--- src/rtl/si5340_i2c_target.sv ---
// Si5340-style I2C target: 7-bit address, 16-bit register pointer, 8-bit register file.
// Define SI5340_TARGET_AUTOINC_EN to advance the pointer after each data write / ACKed read.
module si5340_i2c_target #(
  parameter logic [6:0]  SLAVE_ADDR = 7'h74,
  parameter int unsigned REG_DEPTH  = 256,
  parameter string       INIT_MEM   = "",
  parameter int unsigned FILTER_LEN = 3
) (
  input  logic        clk_i,
  input  logic        arstn_i,
  input  logic        scl_pad_i,
  output logic        scl_pad_o,
  output logic        scl_padoen_o,
  input  logic        sda_pad_i,
  output logic        sda_pad_o,
  output logic        sda_padoen_o,
  output logic        wr_strb_o,
  output logic [15:0] wr_addr_o,
  output logic [7:0]  wr_data_o,
  output logic        busy_o
);

  localparam int unsigned IdxW = (REG_DEPTH > 1) ? $clog2(REG_DEPTH) : 1;
  localparam int unsigned CntW = (FILTER_LEN > 1) ? $clog2(FILTER_LEN + 1) : 1;

`ifdef SI5340_TARGET_AUTOINC_EN
  localparam bit AutoInc = 1'b1;
`else
  localparam bit AutoInc = 1'b0;
`endif

  typedef enum logic [2:0] {
    StIdle, StAddr, StAddrAck, StRx, StRxAck, StTx, StTxAck, StIgnore
  } state_e;

  // Index 0 is SCL, index 1 is SDA.
  logic [1:0]      sync0_q, sync1_q, filt_q, last_q;
  logic [CntW-1:0] cnt_q [2];

  always_ff @(posedge clk_i or negedge arstn_i) begin
    if (!arstn_i) begin
      sync0_q <= '1;
      sync1_q <= '1;
      filt_q  <= '1;
      last_q  <= '1;
      for (int i = 0; i < 2; i++) cnt_q[i] <= '0;
    end else begin
      sync0_q <= {sda_pad_i, scl_pad_i};
      sync1_q <= sync0_q;
      last_q  <= filt_q;
      for (int i = 0; i < 2; i++) begin
        if (sync1_q[i] == filt_q[i]) begin
          cnt_q[i] <= '0;
        end else if (cnt_q[i] == CntW'(FILTER_LEN - 1)) begin
          filt_q[i] <= sync1_q[i];
          cnt_q[i]  <= '0;
        end else begin
          cnt_q[i] <= cnt_q[i] + 1'b1;
        end
      end
    end
  end

  logic sda, scl_rise, scl_fall, scl_hi, start_det, stop_det;
  assign sda       = filt_q[1];
  assign scl_rise  = filt_q[0] & ~last_q[0];
  assign scl_fall  = ~filt_q[0] & last_q[0];
  // SCL must be high on both samples so a simultaneous SCL edge never reads as START/STOP.
  assign scl_hi    = filt_q[0] & last_q[0];
  assign start_det = scl_hi & ~filt_q[1] & last_q[1];
  assign stop_det  = scl_hi & filt_q[1] & ~last_q[1];

  state_e      state_q, state_d;
  logic [2:0]  bit_cnt_q, bit_cnt_d;
  logic [7:0]  shift_q, shift_d;
  logic        rw_q, rw_d;
  logic        ack_q, ack_d;
  logic [1:0]  byte_idx_q, byte_idx_d;
  logic [15:0] ptr_q, ptr_d, ptr_next;
  logic        sda_oe_q, sda_oe_d;
  logic        busy_q, busy_d;
  logic        wr_strb_q, wr_strb_d;
  logic [15:0] wr_addr_q, wr_addr_d;
  logic [7:0]  wr_data_q, wr_data_d;
  logic        mem_we;
  logic [7:0]  rx_byte, mem_rdata;
  logic [7:0]  mem_q [REG_DEPTH];

  assign rx_byte   = {shift_q[6:0], sda};
  assign mem_rdata = mem_q[ptr_q[IdxW-1:0]];
  assign ptr_next  = AutoInc ? ptr_q + 16'd1 : ptr_q;

  always_comb begin
    state_d    = state_q;
    bit_cnt_d  = bit_cnt_q;
    shift_d    = shift_q;
    rw_d       = rw_q;
    ack_d      = ack_q;
    byte_idx_d = byte_idx_q;
    ptr_d      = ptr_q;
    sda_oe_d   = sda_oe_q;
    busy_d     = busy_q;
    wr_strb_d  = 1'b0;
    wr_addr_d  = wr_addr_q;
    wr_data_d  = wr_data_q;
    mem_we     = 1'b0;
    if (start_det) begin
      state_d   = StAddr;
      bit_cnt_d = '0;
      sda_oe_d  = 1'b1;
      busy_d    = 1'b1;
    end else if (stop_det) begin
      state_d  = StIdle;
      sda_oe_d = 1'b1;
      busy_d   = 1'b0;
    end else begin
      unique case (state_q)
        StAddr: if (scl_rise) begin
          shift_d   = rx_byte;
          bit_cnt_d = bit_cnt_q + 3'd1;
          if (bit_cnt_q == 3'd7) begin
            ack_d   = 1'b0;
            rw_d    = sda;
            state_d = (rx_byte[7:1] == SLAVE_ADDR) ? StAddrAck : StIgnore;
          end
        end
        // Ack states see two falling edges: the first starts the ACK slot, the second ends it.
        StAddrAck: if (scl_fall) begin
          if (!ack_q) begin
            sda_oe_d = 1'b0;
            ack_d    = 1'b1;
          end else begin
            bit_cnt_d = '0;
            if (rw_q) begin
              shift_d  = mem_rdata;
              sda_oe_d = mem_rdata[7];
              state_d  = StTx;
            end else begin
              sda_oe_d   = 1'b1;
              byte_idx_d = '0;
              state_d    = StRx;
            end
          end
        end
        StRx: if (scl_rise) begin
          shift_d   = rx_byte;
          bit_cnt_d = bit_cnt_q + 3'd1;
          if (bit_cnt_q == 3'd7) begin
            ack_d   = 1'b0;
            state_d = StRxAck;
            unique case (byte_idx_q)
              2'd0: begin
                ptr_d[15:8] = rx_byte;
                byte_idx_d  = 2'd1;
              end
              2'd1: begin
                ptr_d[7:0] = rx_byte;
                byte_idx_d = 2'd2;
              end
              default: begin
                mem_we    = 1'b1;
                wr_strb_d = 1'b1;
                wr_addr_d = ptr_q;
                wr_data_d = rx_byte;
                ptr_d     = ptr_next;
              end
            endcase
          end
        end
        StRxAck: if (scl_fall) begin
          if (!ack_q) begin
            sda_oe_d = 1'b0;
            ack_d    = 1'b1;
          end else begin
            sda_oe_d  = 1'b1;
            bit_cnt_d = '0;
            state_d   = StRx;
          end
        end
        StTx: begin
          if (scl_rise) begin
            bit_cnt_d = bit_cnt_q + 3'd1;
            if (bit_cnt_q == 3'd7) begin
              ack_d   = 1'b0;
              state_d = StTxAck;
            end
          end else if (scl_fall) begin
            shift_d  = {shift_q[6:0], 1'b0};
            sda_oe_d = shift_q[6];
          end
        end
        StTxAck: begin
          if (scl_fall) begin
            if (!ack_q) begin
              sda_oe_d = 1'b1;
              ack_d    = 1'b1;
            end else begin
              shift_d   = mem_rdata;
              sda_oe_d  = mem_rdata[7];
              bit_cnt_d = '0;
              state_d   = StTx;
            end
          end else if (scl_rise && ack_q) begin
            if (sda) state_d = StIgnore;
            else ptr_d = ptr_next;
          end
        end
        StIdle, StIgnore: ;
        default: state_d = StIdle;
      endcase
    end
  end

  always_ff @(posedge clk_i or negedge arstn_i) begin
    if (!arstn_i) begin
      state_q    <= StIdle;
      bit_cnt_q  <= '0;
      shift_q    <= '0;
      rw_q       <= 1'b0;
      ack_q      <= 1'b0;
      byte_idx_q <= '0;
      ptr_q      <= '0;
      sda_oe_q   <= 1'b1;
      busy_q     <= 1'b0;
      wr_strb_q  <= 1'b0;
      wr_addr_q  <= '0;
      wr_data_q  <= '0;
    end else begin
      state_q    <= state_d;
      bit_cnt_q  <= bit_cnt_d;
      shift_q    <= shift_d;
      rw_q       <= rw_d;
      ack_q      <= ack_d;
      byte_idx_q <= byte_idx_d;
      ptr_q      <= ptr_d;
      sda_oe_q   <= sda_oe_d;
      busy_q     <= busy_d;
      wr_strb_q  <= wr_strb_d;
      wr_addr_q  <= wr_addr_d;
      wr_data_q  <= wr_data_d;
    end
  end

  // Register contents survive reset; only the bus engine is cleared.
  always_ff @(posedge clk_i) begin
    if (mem_we) mem_q[ptr_q[IdxW-1:0]] <= rx_byte;
  end

  initial begin
    for (int i = 0; i < REG_DEPTH; i++) mem_q[i] = 8'h00;
  end

  assign scl_pad_o    = 1'b0;
  assign scl_padoen_o = 1'b1;
  assign sda_pad_o    = 1'b0;
  assign sda_padoen_o = sda_oe_q;
  assign wr_strb_o    = wr_strb_q;
  assign wr_addr_o    = wr_addr_q;
  assign wr_data_o    = wr_data_q;
  assign busy_o       = busy_q;

endmodule

--- config.mk ---
export PLATFORM = sky130hd
export DESIGN_NAME = si5340_i2c_target
export DESIGN_NICKNAME = d
export VERILOG_FILES = /design/src/rtl/si5340_i2c_target.sv
export SDC_FILE = /design/constraint.sdc
export NUM_CORES = 2
export LEC_CHECK = 0
export BUFFER_PORTS_ARGS = -buffer_cell sky130_fd_sc_hd__clkbuf_2
export CORE_MARGIN = 2
export CORE_UTILIZATION = 38
export CTS_BUF_LIST = sky130_fd_sc_hd__clkbuf_4
export CTS_CLUSTER_DIAMETER = 40
export DETAILED_ROUTE_END_ITERATION = 16
export SLEW_MARGIN = 15
export SYNTH_ARGS = -nofsm -noshare
export SYNTH_HDL_FRONTEND = slang
export SYNTH_SLANG_ARGS = --single-unit
--- constraint.sdc ---
create_clock -name clk_i -period 6.4 [get_ports clk_i]
set_clock_uncertainty 0.15 [all_clocks]
set_input_delay 1.28 -clock clk_i [delete_from_list [all_inputs] [get_ports clk_i]]
set_output_delay 1.28 -clock clk_i [all_outputs]
set_load 0.01 [all_outputs]
Word level (Yosys, flattened, before mapping)
Memory sizes are Yosys's and may differ from the RTL's.
Cells that the tools add are included.
- reduce and logical (&&, ||, !) cells: 25
- add/subtract/negate cells: 3
- mux-type cells: 71
- equal/unequal tests: 48
- bitwise gates (word level): 16
- operator list (cell ; number):
    3-bit 2-to-1 mux ; 23
    7-bit 2-to-1 mux ; 8
    4-bit inequality test (second input constant) ; 13
    6-bit AND reduction ; 5
    7-bit case mux with 4 select lines ; 1
    1-bit 2-to-1 mux ; 24
    2-bit inequality test (second input constant) ; 11
    2-bit 2-to-1 mux ; 9
    3-bit case mux with 6 select lines ; 1
    5-bit inequality test (second input constant) ; 3
    14-bit AND reduction ; 1
    3-bit equality test (second input constant) ; 4
    11-bit AND reduction ; 1
    5-bit AND reduction ; 2
    3-bit by 1-bit inequality test with 1-bit output (second input constant) ; 3
    1-bit inverter ; 9
    9-bit AND reduction ; 1
    2-bit by 1-bit inequality test with 1-bit output (second input constant) ; 4
    2-bit case mux with 2 select lines ; 2
    8-bit nonzero test ; 1
    1-bit bitwise AND ; 7
    7-bit equality test (second input constant) ; 1
    3-bit by 2-bit equality test with 1-bit output (second input constant) ; 2
    3-bit case mux with 2 select lines ; 1
    18 further kinds ; 26
- bits of input ports: 4
- logic and storage cells: 184
- RAM bits: 2048
- register bits after elaboration: 72
- memories kept: 1
- memories (name ; words ; bits a word ; rd ports ; clocked after Yosys merged registers in ; write ports ; line ; text):
    mem_q ; 256 ; 8 ; 1 ; 0 ; 1 ; 87 ; logic [7:0] mem_q [REG_DEPTH];

Depth between registers and ports, before layout
- depth in word-level cells: 10
- depth in mapped cells: 13

Worst setup path before layout
OpenSTA, ideal clock, no wires.
- path type: flip-flop to flip-flop
- from: reg shift_q[5]
- to: reg state_q[0]
- setup slack: 1586 ps
- library setup time: 135 ps
- stages on the path, launching flop included: 7
- path buffers: 0
- data arrival time: 4528 ps
- cells stage by stage: dfrtp_1 -> inv_1 -> nor4_1 -> a21oi_1 -> mux2_2 -> a31oi_1 -> a21oi_1
- cells in the longest elaborated chain, start to end: 7
- RTL lines (what ; line ; text):
    start: declaration ; 75 ; logic [7:0] shift_q, shift_d;
    start signal: assignment ; 231 ; shift_q <= shift_d;
    7-bit equality test ; 124 ; state_d = (rx_byte[7:1] == SLAVE_ADDR) ? StAddrAck : StIgnore;
    3-bit 2-to-1 mux ; 124 ;
    3-bit 2-to-1 mux ; 121 ; if (bit_cnt_q == 3'd7) begin
    3-bit 2-to-1 mux ; 118 ; StAddr: if (scl_rise) begin
    3-bit case mux with 6 select lines ; 117 ; unique case (state_q)
    3-bit 2-to-1 mux ; 112 ; end else if (stop_det) begin
    3-bit 2-to-1 mux ; 107 ; if (start_det) begin
    end signal: assignment ; 216 ; state_q <= StIdle;
    end signal: assignment ; 229 ; state_q <= state_d;
    end: declaration ; 73 ; state_e state_q, state_d;
No other way between the ends. The select of a mux whose other input is x is not followed.
A chain may end at the register's enable or synchronous reset.

Worst setup path in the final report
- from: reg ptr_q[0], in the netlist ptr_next[0]
- to: reg sda_oe_q, in the netlist sda_padoen_o
- cells in the longest elaborated chain, start to end: 7
- RTL lines (what ; line ; text):
    start: declaration ; 79 ; logic [15:0] ptr_q, ptr_d, ptr_next;
    start signal: assignment ; 235 ; ptr_q <= ptr_d;
    memory read 256 x 8 bit (*) ; -- ;
    1-bit 2-to-1 mux ; 134 ; if (rw_q) begin
    1-bit 2-to-1 mux ; 129 ; if (!ack_q) begin
    1-bit 2-to-1 mux ; 128 ; StAddrAck: if (scl_fall) begin
    1-bit case mux with 4 select lines (*) ; 117 ;
    1-bit 2-to-1 mux (*) ; 112 ;
    1-bit 2-to-1 mux (*) ; 107 ;
    end signal: assignment ; 236 ; sda_oe_q <= sda_oe_d;
    end: declaration ; 80 ; logic sda_oe_q, sda_oe_d;
Every way passes the cells marked *; elsewhere a longest branch is shown, timed or not. The select of a mux whose other input is x is not followed.

==> impl_metrics.yaml <==
outcome:
  status: "complete, no violations"
worst_setup_path:
  criticalPathCategory: "reg2reg"
  cp_slowest_cell: "dfrtp_4"
  worst_setup_path_end_kind: "flip-flop"
  cp_max_fo: 41
  crit_chain: "buf_4 -> mux4_2 -> mux2i_1 -> o21ai_0 -> a2111oi_0 -> a311oi_1 -> nor3_1 -> a211oi_1"
  crit_arrival_ns: 5.79
  crit_required_ns: 7.52
  max_stage_delay_ns: 1.00
  cp-start-kind: "flip-flop"
sta:
  rsz0062_at_grt: "no"
  fin_crit_ns: 4.668
  setup_viol: 0
  worst_slew_margin_rel_pct: 20.76
  fmax_mhz: 214.2
  hold_viol_final: 0
  tns_ns: 0
  period_share_pct: 72.94
  worst_pin_slew_ns: 1.189
  maxSlewViolCount: 0
floorplanning:
  die_x_um: 470.1
  initial_core_util_pct: 38.12
  core_um2: 216500
  top_level_ports: 34
  rows: 171
  dieArea_um2: 221000
  die_y_um: 470.1
placement:
  gp_congestion: 0.8601
  port_buffers: 30
  dp_hpwl_um: 125700
  placed_area_um2: 86010
global_route:
  grt_pass1_wl_um: 306200
  grt_overflow: 0
  grt_pass1_vias: 42280
  met2_usage_pct: 29.00
  antenna_found_initial: 7
  grt_use_total_pct: 19.11
  gr-usage-met3_pct: 4.640
  grt_busiest_layer: "met2"
  met1_usage_pct: 26.57
  grt_max_degree: 155
final_layout:
  finalNetCount: 4198
  seqCellArea_um2: 63360
  fillerInstances: 18780
  multi_input_area_um2: 18000
  layout-drive-gt1-share_pct: 36.61
  final_cell_area_um2: 92720
  area_delta_synth_final_pct: 12.33
route:
  drt_wl_total_um: 213100
  drc: 0
  via_per_inst: 5.578
  drt_iter0_drc: 4621
  ant_nets: 0
  dr.pass1.iters: 5
  vias: 41280
  routedWlPerCell_um: 28.80
worst_hold_path:
  hold_path.class: "reg2reg"
synthesis:
  ys_seq_area_share_pct: 76.70
  yosysTopAreaCell: "edfxtp_1"
  ys_ff_latch: 2120
  netlist_instances: 3728
  synth_commonest_cells: "edfxtp_1, mux4_2, nor2_1"
  synth_most_common_cell: "edfxtp_1"
  ys_warn_count: 0
  syn_avg_cell_area_um2: 22.14
  yosys.area.top_type_share_pct: 74.51
  synthTopCellsByArea: "edfxtp_1, mux4_2, dfrtp_1"
  yosysUniqueCellTypes: 68
  synthArstFlopShare_pct: 3.396
  synth_edf_count: 2048
  syn_area_um2: 82540
  synthFlopType: "edfxtp_1"
clocking:
  clk_latency_ns: 1.36
  clockBufferDepth: 4
  cts_tree: "yes"
  cts-resized-gates: 0
  clkTransAtPathRegs_ns: 0.07
  cts-htree-levels: 6
  cts_buffers: 558
  cts_setup_buffers: 0
  cts.sinks: 2120
  cts-root-buf: "clkbuf_4"
pwr:
  p_leak_nw: 28.31
  ir_drop_v: 0.0002457
  power.density_nw_per_um2: 335.7
run:
  cap_violations: 0
-- sequential cells by signal, indices dropped and copies added (netlist names), 3 cells and up --
register and cells:
ptr_next 16, state_q 3, shift_q 7, wr_addr_o 16, mem_q 2048, bit_cnt_q 3, cnt_q 4, wr_data_o 8
-- metrics by stage --
| stage | hold slack (ns) | cells | utilization, % | power (mW) | setup WS [ns] |
|---|---|---|---|---|---|
| after global placement | 0.2023 | 6483 | 39.72 | 19.87 | 1.697 |
| final | 0.2134 | 7400 | 42.82 | 31.13 | 1.732 |
| after global routing | 0.2169 | 7400 | 42.82 | 32.31 | 1.537 |
| after CTS | 0.2160 | 7397 | 42.82 | 31.43 | 1.640 |
| after detailed placement | 0.1991 | 6483 | 39.72 | 20.04 | 1.681 |
| after floorplan | 0.1952 | 3729 | - | 18.99 | 1.586 |
-- per-layer routing --
metal,vias to the layer above,part of all wire (%)
li1,16900,-
met4,0,3.5
met2,2029,47
met5,-,0
met3,389,8.5
met1,21960,41
-- final timing paths --
kind                              from  slack (ns)  depth (start not counted)            to
min in group asynchronous      arstn_i        0.52                          2  ptr_next[11]
min reg2reg                 sync0_q[0]        0.21                          0    sync1_q[0]
max reg2reg                ptr_next[0]        1.73                          8  sda_padoen_o
max                        ptr_next[0]        1.73                          8  sda_padoen_o
min                         sync0_q[0]        0.21                          0    sync1_q[0]
max in group asynchronous      arstn_i        4.72                          2    shift_q[1]
-- cells in the final DEF, fill, tap and decap left out, types with 11 or more instances in the layout --
cell,synthesis,final
nand3_1,43,32
clkinv_1,0,75
nand2b_1,23,23
clkbuf_4,0,797
nand3_2,0,11
buf_12,0,12
nor2_1,292,289
nand4_1,13,13
nor2b_1,29,26
dfrtp_1,63,51
a22oi_1,27,27
nor3_1,26,26
mux4_2,591,591
o21ai_0,20,20
edfxtp_1,2048,2048
clkinv_2,0,13
dfrtp_4,0,11
mux2_2,57,57
a21oi_1,21,21
buf_4,35,88
mux2i_1,47,47
inv_2,1,17
a211oi_1,13,12
o22ai_1,11,11
clkbuf_2,0,29
nand2_1,46,43
-- where the power goes --
group / switching (mW) / leakage [nW] / internal, mW
Sequential: 0.554 / 19.4 / 17.2
Combinational: 1.77 / 4.85 / 0.170
Clock: 5.39 / 4.03 / 6.04
-- cell type report --
cell class,instances,share of cell area [%]
Antenna cell,3,0.008097
Clock buffer,797,6.453
Clock inverter,114,0.7382
Inverter,11,0.04453
Multi-Input combinational cell,1369,19.41
Sequential cell,2120,68.33
Tap cell,2854,3.851
Timing Repair Buffer,132,1.161
-- cell families after synthesis --
group                    count (synthesis)  share of synthesized area [%]
AO/OA/AOI/OAI                          153                          1.320
XOR/XNOR                                 3                        0.03184
adder cells (fa/ha/maj)                  3                        0.04244
buffers and inverters                  240                          1.611
flip-flops                            2120                          76.70
multiplexers                           695                          17.47
other                                    2                       0.009099
AND/OR/NAND/NOR                        512                          2.807
-- worst max-delay path, delay by kind of cell (launching register included) --
| kind | cells | cell delay, ns |
|---|---|---|
| flops | 1 | 1.00 |
| compound gates | 4 | 1.43 |
| mux | 2 | 0.77 |
| buf+inv | 1 | 0.65 |
| simple gates | 1 | 0.46 |
-- repair_timing --
action / in CTS / in global routing
hold endpoints to repair: 65 / 0
setup endpoints to repair: 0 / 0
hold buffers: 3 / 0
No activity file was read; power rests on OpenSTA's default activity.
